## config.mk

```make
export PLATFORM = sky130hd
export DESIGN_NAME = afifo_wr_ctrl_flat
export DESIGN_NICKNAME = d
export VERILOG_FILES = /design/src/rtl/afifo_wr_ctrl_if.sv /design/src/rtl/afifo_wr_ctrl.sv /design/src/flat_wrapper.sv
export SDC_FILE = /design/constraint.sdc
export NUM_CORES = 1
export LEC_CHECK = 0
export CAP_MARGIN = 40
export CORE_UTILIZATION = 46
export CTS_BUF_LIST = sky130_fd_sc_hd__clkbuf_16
export DETAILED_ROUTE_END_ITERATION = 7
export PLACE_DENSITY_LB_ADDON = 0.1
export SKIP_CTS_REPAIR_TIMING = 1
export SLEW_MARGIN = 40
export SYNTH_ARGS = -nofsm -noshare
export SYNTH_HDL_FRONTEND = slang
export SYNTH_SLANG_ARGS = --single-unit
```

## constraint.sdc

```tcl
create_clock -name wclk -period 9.2 [get_ports wclk]
set_input_delay 1.84 -clock wclk [delete_from_list [all_inputs] [get_ports wclk]]
set_output_delay 1.84 -clock wclk [all_outputs]
set_load 0.01 [all_outputs]
```

## src/rtl/afifo_wr_ctrl_if.sv

```systemverilog
// afifo_wr_ctrl_if
//   Write-request bus between the write-agent driver and the FIFO write
//   controller.
//   winc   : write request, one word per cycle while high
//   wdata  : word to be written
//   Modports: master = driver side, slave = controller side.
`timescale 1ns/1ps

interface afifo_wr_ctrl_if #(
    parameter int DATA_WIDTH = 32
);
    logic                  winc;
    logic [DATA_WIDTH-1:0] wdata;

    modport master (output winc, output wdata);
    modport slave  (input  winc, input  wdata);
endinterface

```

## src/rtl/afifo_wr_ctrl.sv

```systemverilog
// afifo_wr_ctrl
//   Write-domain controller of the async FIFO. It gates driver writes into
//   the dual-port memory, keeps the binary/Gray write pointer, synchronises
//   the Gray read pointer into wclk and derives full, almost-full, a fill
//   level and a sticky overflow flag.
//   wclk, wrst_n  : write clock, async active-low reset
//   wr_bus        : driver request bus (winc, wdata), slave side
//   rptr_gray     : Gray read pointer from the read domain (asynchronous)
//   mem_wen/waddr/wdata : memory write port (combinational enable)
//   wptr_gray     : registered Gray write pointer to the read domain
//   wfull, walmost_full, wcount, woverflow : registered status
`timescale 1ns/1ps

module afifo_wr_ctrl #(
    parameter int DATA_WIDTH = 32,
    parameter int ADDR_WIDTH = 8,
    parameter int AFULL_TH   = 4
) (
    input  logic                  wclk,
    input  logic                  wrst_n,
    afifo_wr_ctrl_if.slave        wr_bus,
    input  logic [ADDR_WIDTH:0]   rptr_gray,
    output logic                  mem_wen,
    output logic [ADDR_WIDTH-1:0] mem_waddr,
    output logic [DATA_WIDTH-1:0] mem_wdata,
    output logic [ADDR_WIDTH:0]   wptr_gray,
    output logic                  wfull,
    output logic                  walmost_full,
    output logic [ADDR_WIDTH:0]   wcount,
    output logic                  woverflow
);
    localparam int AW = ADDR_WIDTH;
    localparam logic [AW:0] AFULL_LEVEL = (AW+1)'((1 << AW) - AFULL_TH);

    logic [AW:0] wbin;
    logic [AW:0] wbin_next;
    logic [AW:0] wgray_next;
    logic [AW:0] wq1_rptr;
    logic [AW:0] wq2_rptr;
    logic [AW:0] rbin_sync;
    logic [AW:0] fill_next;
    logic [AW:0] full_target;

    // Reset also masks the enable so a write held on the bus during reset
    // can never reach the memory.
    assign mem_wen   = wr_bus.winc & ~wfull & wrst_n;
    assign mem_waddr = wbin[AW-1:0];
    assign mem_wdata = wr_bus.wdata;

    assign wbin_next  = wbin + (AW+1)'(mem_wen);
    assign wgray_next = (wbin_next >> 1) ^ wbin_next;

    // Gray to binary: each binary bit is the XOR of all Gray bits at and
    // above it.
    always_comb begin
        rbin_sync = '0;
        for (int unsigned i = 0; i <= AW; i++) begin
            rbin_sync[i] = ^(wq2_rptr >> i);
        end
    end

    assign fill_next = wbin_next - rbin_sync;

    // Full when the write pointer is one lap ahead: top two Gray bits
    // inverted, remainder equal.
    assign full_target = {~wq2_rptr[AW:AW-1], wq2_rptr[AW-2:0]};

    always_ff @(posedge wclk or negedge wrst_n) begin
        if (!wrst_n) begin
            wq1_rptr <= '0;
            wq2_rptr <= '0;
        end else begin
            wq1_rptr <= rptr_gray;
            wq2_rptr <= wq1_rptr;
        end
    end

    always_ff @(posedge wclk or negedge wrst_n) begin
        if (!wrst_n) begin
            wbin         <= '0;
            wptr_gray    <= '0;
            wfull        <= 1'b0;
            walmost_full <= 1'b0;
            wcount       <= '0;
            woverflow    <= 1'b0;
        end else begin
            wbin         <= wbin_next;
            wptr_gray    <= wgray_next;
            wfull        <= (wgray_next == full_target);
            walmost_full <= (fill_next >= AFULL_LEVEL);
            wcount       <= fill_next;
            woverflow    <= woverflow | (wr_bus.winc & wfull);
        end
    end
endmodule

```

## src/flat_wrapper.sv

```systemverilog
// flat-port wrapper written by rule: the top's interface ports become plain ports
module afifo_wr_ctrl_flat 
#(
    parameter int DATA_WIDTH = 32,
    parameter int ADDR_WIDTH = 8,
    parameter int AFULL_TH   = 4
)
  (wclk, wrst_n, rptr_gray, mem_wen, mem_waddr, mem_wdata, wptr_gray, wfull, walmost_full, wcount, woverflow, wr_bus_winc, wr_bus_wdata);
  afifo_wr_ctrl_if #(.DATA_WIDTH(DATA_WIDTH)) wr_bus_i ();
  input  logic wclk;
  input  logic wrst_n;
  input  logic [ADDR_WIDTH:0] rptr_gray;
  output logic mem_wen;
  output logic [ADDR_WIDTH-1:0] mem_waddr;
  output logic [DATA_WIDTH-1:0] mem_wdata;
  output logic [ADDR_WIDTH:0] wptr_gray;
  output logic wfull;
  output logic walmost_full;
  output logic [ADDR_WIDTH:0] wcount;
  output logic woverflow;
  input wire logic [$bits(wr_bus_i.winc)-1:0] wr_bus_winc;
  input wire logic [$bits(wr_bus_i.wdata)-1:0] wr_bus_wdata;
  assign wr_bus_i.winc = wr_bus_winc;
  assign wr_bus_i.wdata = wr_bus_wdata;
  afifo_wr_ctrl #(.DATA_WIDTH(DATA_WIDTH), .ADDR_WIDTH(ADDR_WIDTH), .AFULL_TH(AFULL_TH)) u_core (.wclk(wclk), .wrst_n(wrst_n), .wr_bus(wr_bus_i), .rptr_gray(rptr_gray), .mem_wen(mem_wen), .mem_waddr(mem_waddr), .mem_wdata(mem_wdata), .wptr_gray(wptr_gray), .wfull(wfull), .walmost_full(walmost_full), .wcount(wcount), .woverflow(woverflow));
endmodule
```

==> results of run 1 <==
[metal layers]
layer,vias to the layer above,wire (um),track usage [%]
li1,721,-,-
met3,47,329,4.63
met4,0,355,15.0
met1,721,1910,22.1
met5,-,0,0
met2,55,2290,28.2
[critical path, delay by kind of cell]
kind / cells / cell delay (ns)
and+or+nand+nor: 5 / 1.19
adders and majority gates: 3 / 0.78
buffers and inverters: 3 / 0.81
xor gates and xnor gates: 1 / 0.41
AOI/OAI and AO/OA: 2 / 0.43
[power by group through the flow]
stage / Sequential [mW] / Clock [mW] / Combinational [mW]
global route: 0.300 / 0.242 / 0.486
detailed placement: 0.298 / 0 / 0.439
CTS: 0.295 / 0.234 / 0.446
global placement: 0.295 / 0 / 0.430
floorplan: 0.311 / 0 / 0.269
finish: 0.294 / 0.230 / 0.445
[metrics by stage]
stage | instance area, um2 | power, mW | std cells
2_1_floorplan | 2490 | 0.581 | 219
3_3_place_gp | 2740 | 0.725 | 296
3_5_place_dp | 2740 | 0.737 | 296
4_1_cts | 2940 | 0.976 | 304
5_1_grt | 2940 | 1.03 | 304
6_report | 2940 | 0.968 | 304
[area by class of cell]
type / count / share of cell area (%)
Clock inverter: 3 / 2.30
Multi-Input combinational cell: 122 / 34.4
Inverter: 15 / 1.92
Clock buffer: 5 / 4.26
Tap cell: 70 / 2.98
Sequential cell: 47 / 40.1
Timing Repair Buffer: 42 / 14.1
[worst max path at each step]
| stage | depth (start not counted) | slack (ns) | to |
|---|---|---|---|
| CTS | 14 | 3.89 | u_core.walmost_full$_DFF_PN0_ |
| finish | 14 | 3.90 | u_core.walmost_full$_DFF_PN0_ |
| global placement | 14 | 3.78 | u_core.walmost_full$_DFF_PN0_ |
| floorplan | 12 | 4.55 | u_core.walmost_full$_DFF_PN0_ |
| global route | 14 | 3.62 | u_core.walmost_full$_DFF_PN0_ |
| detailed placement | 14 | 3.60 | u_core.walmost_full$_DFF_PN0_ |
[Yosys cell counts, types with 3 or more instances]
master    count  area (um2)
a21oi_1       5        25.0
and3_1        5        31.3
buf_4        32         240
clkbuf_1      3        11.3
dfrtp_1      47        1180
ha_1         10         125
inv_1        13        48.8
mux2i_1       4        40.0
nand2_1       9        33.8
nand3_1       8        40.0
nor2_1        4        15.0
nor3_1        5        25.0
or3_1         3        18.8
xnor2_1      28         245
xor2_1       15         131
[registers in the layout, indices dropped and copies added, names as in the netlist]
name,cells
u_core.wfull,1
u_core.wbin,9
u_core.wq1_rptr,9
u_core.wptr_gray,8
u_core.walmost_full,1
u_core.woverflow,1
u_core.wq2_rptr,9
u_core.wcount,9
[cell families after synthesis]
kind of cell | after synthesis
flip-flops | 47
AND/OR/NAND/NOR | 42
buffers and inverters | 50
XOR/XNOR | 46
adder cells (fa/ha/maj) | 11
multiplexers | 4
AO/OA/AOI/OAI | 19
[cell usage in the layout (no fill, tap or decap), types with 2 or more instances in the layout]
cell	Yosys	routed
nand2_1	9	9
o2111ai_1	2	2
nor3_1	5	5
or3_1	3	3
and3_1	5	5
clkbuf_16	0	5
xor2_1	15	15
ha_1	10	10
a211oi_1	2	2
clkdlybuf4s50_1	0	40
inv_1	13	13
dfrtp_1	47	47
a21oi_1	5	5
xnor2_1	28	28
nand3_1	8	8
o211ai_1	2	2
inv_2	2	2
a211o_1	2	2
bufinv_16	0	2
xnor3_2	2	2
nor2_1	4	4
mux2i_1	4	4
==> flow_metrics.env, run 1 <==
export IMPL_cts_buffers=5
export IMPL_wl_per_cell_um=16.1
export IMPL_globalRouteOverflowTotal=0
export IMPL_ys_seq_elements=47
export IMPL_async_reset_ff_share_pct=100
export IMPL_clk_path_buf_depth=2
export IMPL_clkLatencyLatePin_ns=0.28
export IMPL_drt_iter0_drc=65
export IMPL_slew_headroom_pct=48.2
export IMPL_min_from="u_core.wq1_rptr[1]$_DFF_PN0_"
export IMPL_antenna_left=0
export IMPL_dp_slack_ns=3.60
export IMPL_syn_to_final_growth_pct=17.7
export IMPL_port_buffer_count=41
export IMPL_startpoint="wrst_n"
export IMPL_ys_types=37
export IMPL_p_switching_mw=0.338
export IMPL_combPwrFrac_pct=45.9
export IMPL_grt_antenna_before_repair=0
export IMPL_rows=26
export IMPL_finalHoldViolCount=0
export IMPL_synth_top_family_by_area="XOR/XNOR gates"
export IMPL_status="complete, no violations"
export IMPL_timing_fmax_ghz=0.189
export IMPL_cp_max_fo=48
export IMPL_synth_simple_area_share_pct=9.13
export IMPL_swShare_pct=34.9
export IMPL_nNetsFinal=288
export IMPL_min_to="u_core.wq2_rptr[1]$_DFF_PN0_"
export IMPL_dieArea_um2=5720
export IMPL_r2r_start="u_core.wq2_rptr[7]$_DFF_PN0_"
export IMPL_power_density_nw_per_um2=330
export IMPL_seqCellArea_um2=1180
export IMPL_dp_final_hpwl_um=3700
export IMPL_final_layout_size_suffix_gt1_share_pct=7.69
export IMPL_antenna_cells=0
export IMPL_required_ns=9.37
export IMPL_finalSetupViolations=0
export IMPL_start_util_pct=48.2
export IMPL_htree_levels=2
export IMPL_grt_use_total_pct=18.4
export IMPL_peakVddDrop_uv=155
export IMPL_synth_edf_count=0
export IMPL_synthXorXnorAreaFrac_pct=17.7
export IMPL_first_pass_iters=4
export IMPL_drv_cap=0
export IMPL_synth_cells=219
export IMPL_skew_ns=0.00488
export IMPL_synth_fa_ha_area_share_pct=5.82
export IMPL_crit_top_cell="ha_1"
export IMPL_power_internal_mw=0.630
export IMPL_seq_power_share_pct=30.4
export IMPL_critPathSlowestCell="buf_4"
export IMPL_dieHeight_um=75.6
export IMPL_worst_pin_slew_ns=0.771
export IMPL_num_vias=1544
export IMPL_root_buffer="clkbuf_16"
export IMPL_cts_tree="yes"
export IMPL_worst_slack_ns=3.90
export IMPL_yosysWarningCount=0
export IMPL_avgSynthCellArea_um2=11.4
export IMPL_hold_path_class="register to register"
export IMPL_rrSetupSlack_ns=4.92
export IMPL_grt_pass1_vias=1531
export IMPL_arrival_ns=5.47
export IMPL_clock_sinks=47
export IMPL_min_period_ns=5.30
export IMPL_die_w_um=75.6
export IMPL_start_kind="input port"
export IMPL_holdPathStages=0
export IMPL_fillers=451
export IMPL_regToRegEndpoint="u_core.walmost_full$_DFF_PN0_"
export IMPL_gp_congestion=0.908
export IMPL_drv_slew=0
export IMPL_holdWs_ns=0.349
export IMPL_synth_fp_nets=274
export IMPL_crit_chain="buf_2 > buf_4 > and3b_1 > ha_1 > ha_1 > nand3_1 > xor2_1 > inv_1 > ha_1 > a21oi_1 > nand4b_1 > or3b_1 > and3_1 > a41o_1"
export IMPL_ios=106
export IMPL_fin_tns_setup_ns=0
export IMPL_grt_max_degree=49
export IMPL_routed_via_density=5.08
export IMPL_grt_first_pass_wirelength_um=7460
export IMPL_ys_seq_area_share_pct=47.1
export IMPL_criticalPathCategory="input port to register"
export IMPL_clkTransAtPathRegs_ns=0.06
export IMPL_core_um2=5170
export IMPL_max_stage_delay_ns=0.47
export IMPL_fin_util_pct=56.8
export IMPL_synth_compound_area_share_pct=6.32
export IMPL_crit_path_end_kind="register"
export IMPL_r2r_cells=14
export IMPL_multi_input_area_um2=1010
export IMPL_leakage_nw=1.30
export IMPL_synthFlopType="dfrtp_1"
export IMPL_min_period_over_period_pct=57.6
export IMPL_synth_area_um2=2490
export IMPL_pwr_share_clk_pct=23.7
export IMPL_routed_wl_um=4890
export IMPL_rsz0062_at_grt="false"
export IMPL_synth_mux_area_share_pct=1.60
export IMPL_drc=0
Power figures use the tool's default switching activity.
==> run 2, diff against run 1 <==
--- a/config.mk
+++ b/config.mk
@@ -6,7 +6,7 @@
 export NUM_CORES = 1
 export LEC_CHECK = 0
 export CAP_MARGIN = 40
-export CORE_UTILIZATION = 46
+export CORE_UTILIZATION = 39
 export CTS_BUF_LIST = sky130_fd_sc_hd__clkbuf_16
 export DETAILED_ROUTE_END_ITERATION = 7
 export PLACE_DENSITY_LB_ADDON = 0.1
==> constraint.sdc (replaced) <==
create_clock -name wclk -period 4.7 [get_ports wclk]
set_input_delay 0.94 -clock wclk [delete_from_list [all_inputs] [get_ports wclk]]
set_output_delay 0.94 -clock wclk [all_outputs]
set_load 0.01 [all_outputs]
==> run 2 against run 1 <==
  * Worst setup slack got worse by 3.4 ns
  * Critical path depth did not move
  * Routed wire length fell by 11%
  * Final area fell by 1.2%
  * Register-to-register slack got worse by 4.4 ns
  * Non-clock buffer count rose by 2
  * Sequential share of layout area rose by 0.47 points
  * First-iteration DRC count fell by 37%
  * Final cell count rose by 2.3%
  * Power rose by 82%
  * Clock skew fell by 0.0020 ns
  * Largest cell class unchanged
  * Largest power group unchanged
  * Highest routed layer unchanged
==> flow_metrics.env, run 2 (same netlist as run 1, synthesis figures left out) <==
export IMPL_wl_per_cell_um=14.1
export IMPL_htree_levels=2
export IMPL_fin_tns_setup_ns=0
export IMPL_nNetsFinal=290
export IMPL_regToRegEndpoint="u_core.walmost_full$_DFF_PN0_"
export IMPL_start_kind="register"
export IMPL_rrSetupSlack_ns=0.48
export IMPL_routed_via_density=4.87
export IMPL_gp_congestion=0.778
export IMPL_cts_tree="yes"
export IMPL_seqCellArea_um2=1180
export IMPL_r2r_cells=14
export IMPL_status="complete, no violations"
export IMPL_drv_cap=0
export IMPL_worst_slack_ns=0.479
export IMPL_leakage_nw=1.30
export IMPL_arrival_ns=4.39
export IMPL_fillers=591
export IMPL_drt_iter0_drc=41
export IMPL_finalHoldViolCount=0
export IMPL_clkLatencyLatePin_ns=0.28
export IMPL_fin_total_pwr_mw=1.76
export IMPL_timing_fmax_ghz=0.237
export IMPL_worst_pin_slew_ns=0.583
export IMPL_endpoint="u_core.walmost_full$_DFF_PN0_"
export IMPL_rsz0062_at_grt="false"
export IMPL_grt_use_total_pct=14.8
export IMPL_grt_pass1_vias=1500
export IMPL_die_w_um=82.0
export IMPL_startpoint="u_core.wq2_rptr[7]$_DFF_PN0_"
export IMPL_final_layout_size_suffix_gt1_share_pct=7.63
export IMPL_max_stage_delay_ns=0.53
export IMPL_ios=106
export IMPL_critPathSlowestCell="xnor3_2"
export IMPL_skew_ns=0.00284
export IMPL_drv_slew=0
export IMPL_grt_antenna_before_repair=0
export IMPL_dieHeight_um=82.0
export IMPL_globalRouteOverflowTotal=0
export IMPL_grt_max_degree=48
export IMPL_core_um2=6060
export IMPL_dp_slack_ns=0.402
export IMPL_clk_path_buf_depth=2
export IMPL_crit_path_end_kind="register"
export IMPL_cp_max_fo=7
export IMPL_crit_chain="xnor3_2 > xnor2_1 > inv_2 > xnor2_1 > xor2_1 > xnor2_1 > ha_1 > fa_1 > a211oi_1 > a211o_1 > a221o_1 > a2111oi_4 > nor3_2 > a41o_1"
export IMPL_cts_buffers=5
export IMPL_slew_headroom_pct=61.1
export IMPL_critical_path_buf_inv_count=1
export IMPL_root_buffer="clkbuf_16"
export IMPL_start_util_pct=41.2
export IMPL_layout_commonest_cell="dfrtp_1"
export IMPL_clkTransAtPathRegs_ns=0.06
export IMPL_hold_path_class="register to register"
export IMPL_crit_top_cell="xnor2_1"
export IMPL_r2r_start="u_core.wq2_rptr[7]$_DFF_PN0_"
export IMPL_port_buffer_count=41
export IMPL_antenna_left=0
export IMPL_layout_common_cells="dfrtp_1, clkdlybuf4s50_1, xnor2_1"
export IMPL_first_pass_iters=4
export IMPL_cp_num_cells=14
export IMPL_finalSetupViolations=0
export IMPL_syn_to_final_growth_pct=16.3
export IMPL_crit_family="XOR/XNOR gates"
export IMPL_peakVddDrop_uv=258
export IMPL_clock_sinks=47
export IMPL_required_ns=4.87
export IMPL_dieArea_um2=6720
export IMPL_grt_first_pass_wirelength_um=7270
export IMPL_criticalPathCategory="register to register"
export IMPL_min_period_over_period_pct=89.8
export IMPL_rows=28
export IMPL_power_density_nw_per_um2=606
export IMPL_num_vias=1514
export IMPL_drc=0
export IMPL_dp_final_hpwl_um=3260
export IMPL_min_period_ns=4.22
export IMPL_antenna_cells=0
export IMPL_multi_input_area_um2=1010
export IMPL_routed_wl_um=4370
[run 2: changes by cell type in the layout (fill, tap and decap cells not counted), sizes merged]
cell / previous run / this run
inv: 15 / 17
bufinv: 2 / 0
clkinvlp: 1 / 0
buf: 2 / 4
clkinv: 0 / 1
[run 2: routing by layer]
metal  global-route usage, %  wire length (um)  vias up
met3                    3.33               247       14
li1                        -                 -      728
met5                       0                 0        -
met4                    8.07                95        0
met2                    22.1              1990       53
met1                    19.7              2040      719
[run 2: final cells by class]
class	instances	share of cell area [%]
Inverter	15	1.94
Multi-Input combinational cell	122	34.8
Tap cell	75	3.23
Clock buffer	5	4.31
Timing Repair Buffer	44	14.7
Clock inverter	3	0.431
Sequential cell	47	40.5
[run 2: how the worst min path moves through the flow]
stage,from,endpoint,slack [ns],depth (start not counted)
finish,u_core.wq1_rptr[4]$_DFF_PN0_,u_core.wq2_rptr[4]$_DFF_PN0_,0.35,0
detailed placement,u_core.wq1_rptr[1]$_DFF_PN0_,u_core.wq2_rptr[1]$_DFF_PN0_,0.33,0
global placement,u_core.wq1_rptr[5]$_DFF_PN0_,u_core.wq2_rptr[5]$_DFF_PN0_,0.33,0
global route,u_core.wq1_rptr[4]$_DFF_PN0_,u_core.wq2_rptr[4]$_DFF_PN0_,0.35,0
CTS,u_core.wq1_rptr[4]$_DFF_PN0_,u_core.wq2_rptr[4]$_DFF_PN0_,0.35,0
floorplan,u_core.wq1_rptr[0]$_DFF_PN0_,u_core.wq2_rptr[0]$_DFF_PN0_,0.33,0
[run 2: where the power goes]
group	leakage, nW	internal [mW]	switching, mW
Combinational	0.665	0.425	0.431
Sequential	0.557	0.511	0.0599
Clock	0.0762	0.192	0.140
Total	1.30	1.13	0.631
[run 2: metrics by stage]
stage	utilization [%]	instance area (um2)	hold slack, ns	instances
after floorplan	-	2490	0.331	219
after global placement	45.6	2770	0.332	303
after detailed placement	45.6	2770	0.335	303
after CTS	47.9	2900	0.349	311
after global routing	47.9	2900	0.354	311
final	47.9	2900	0.346	311
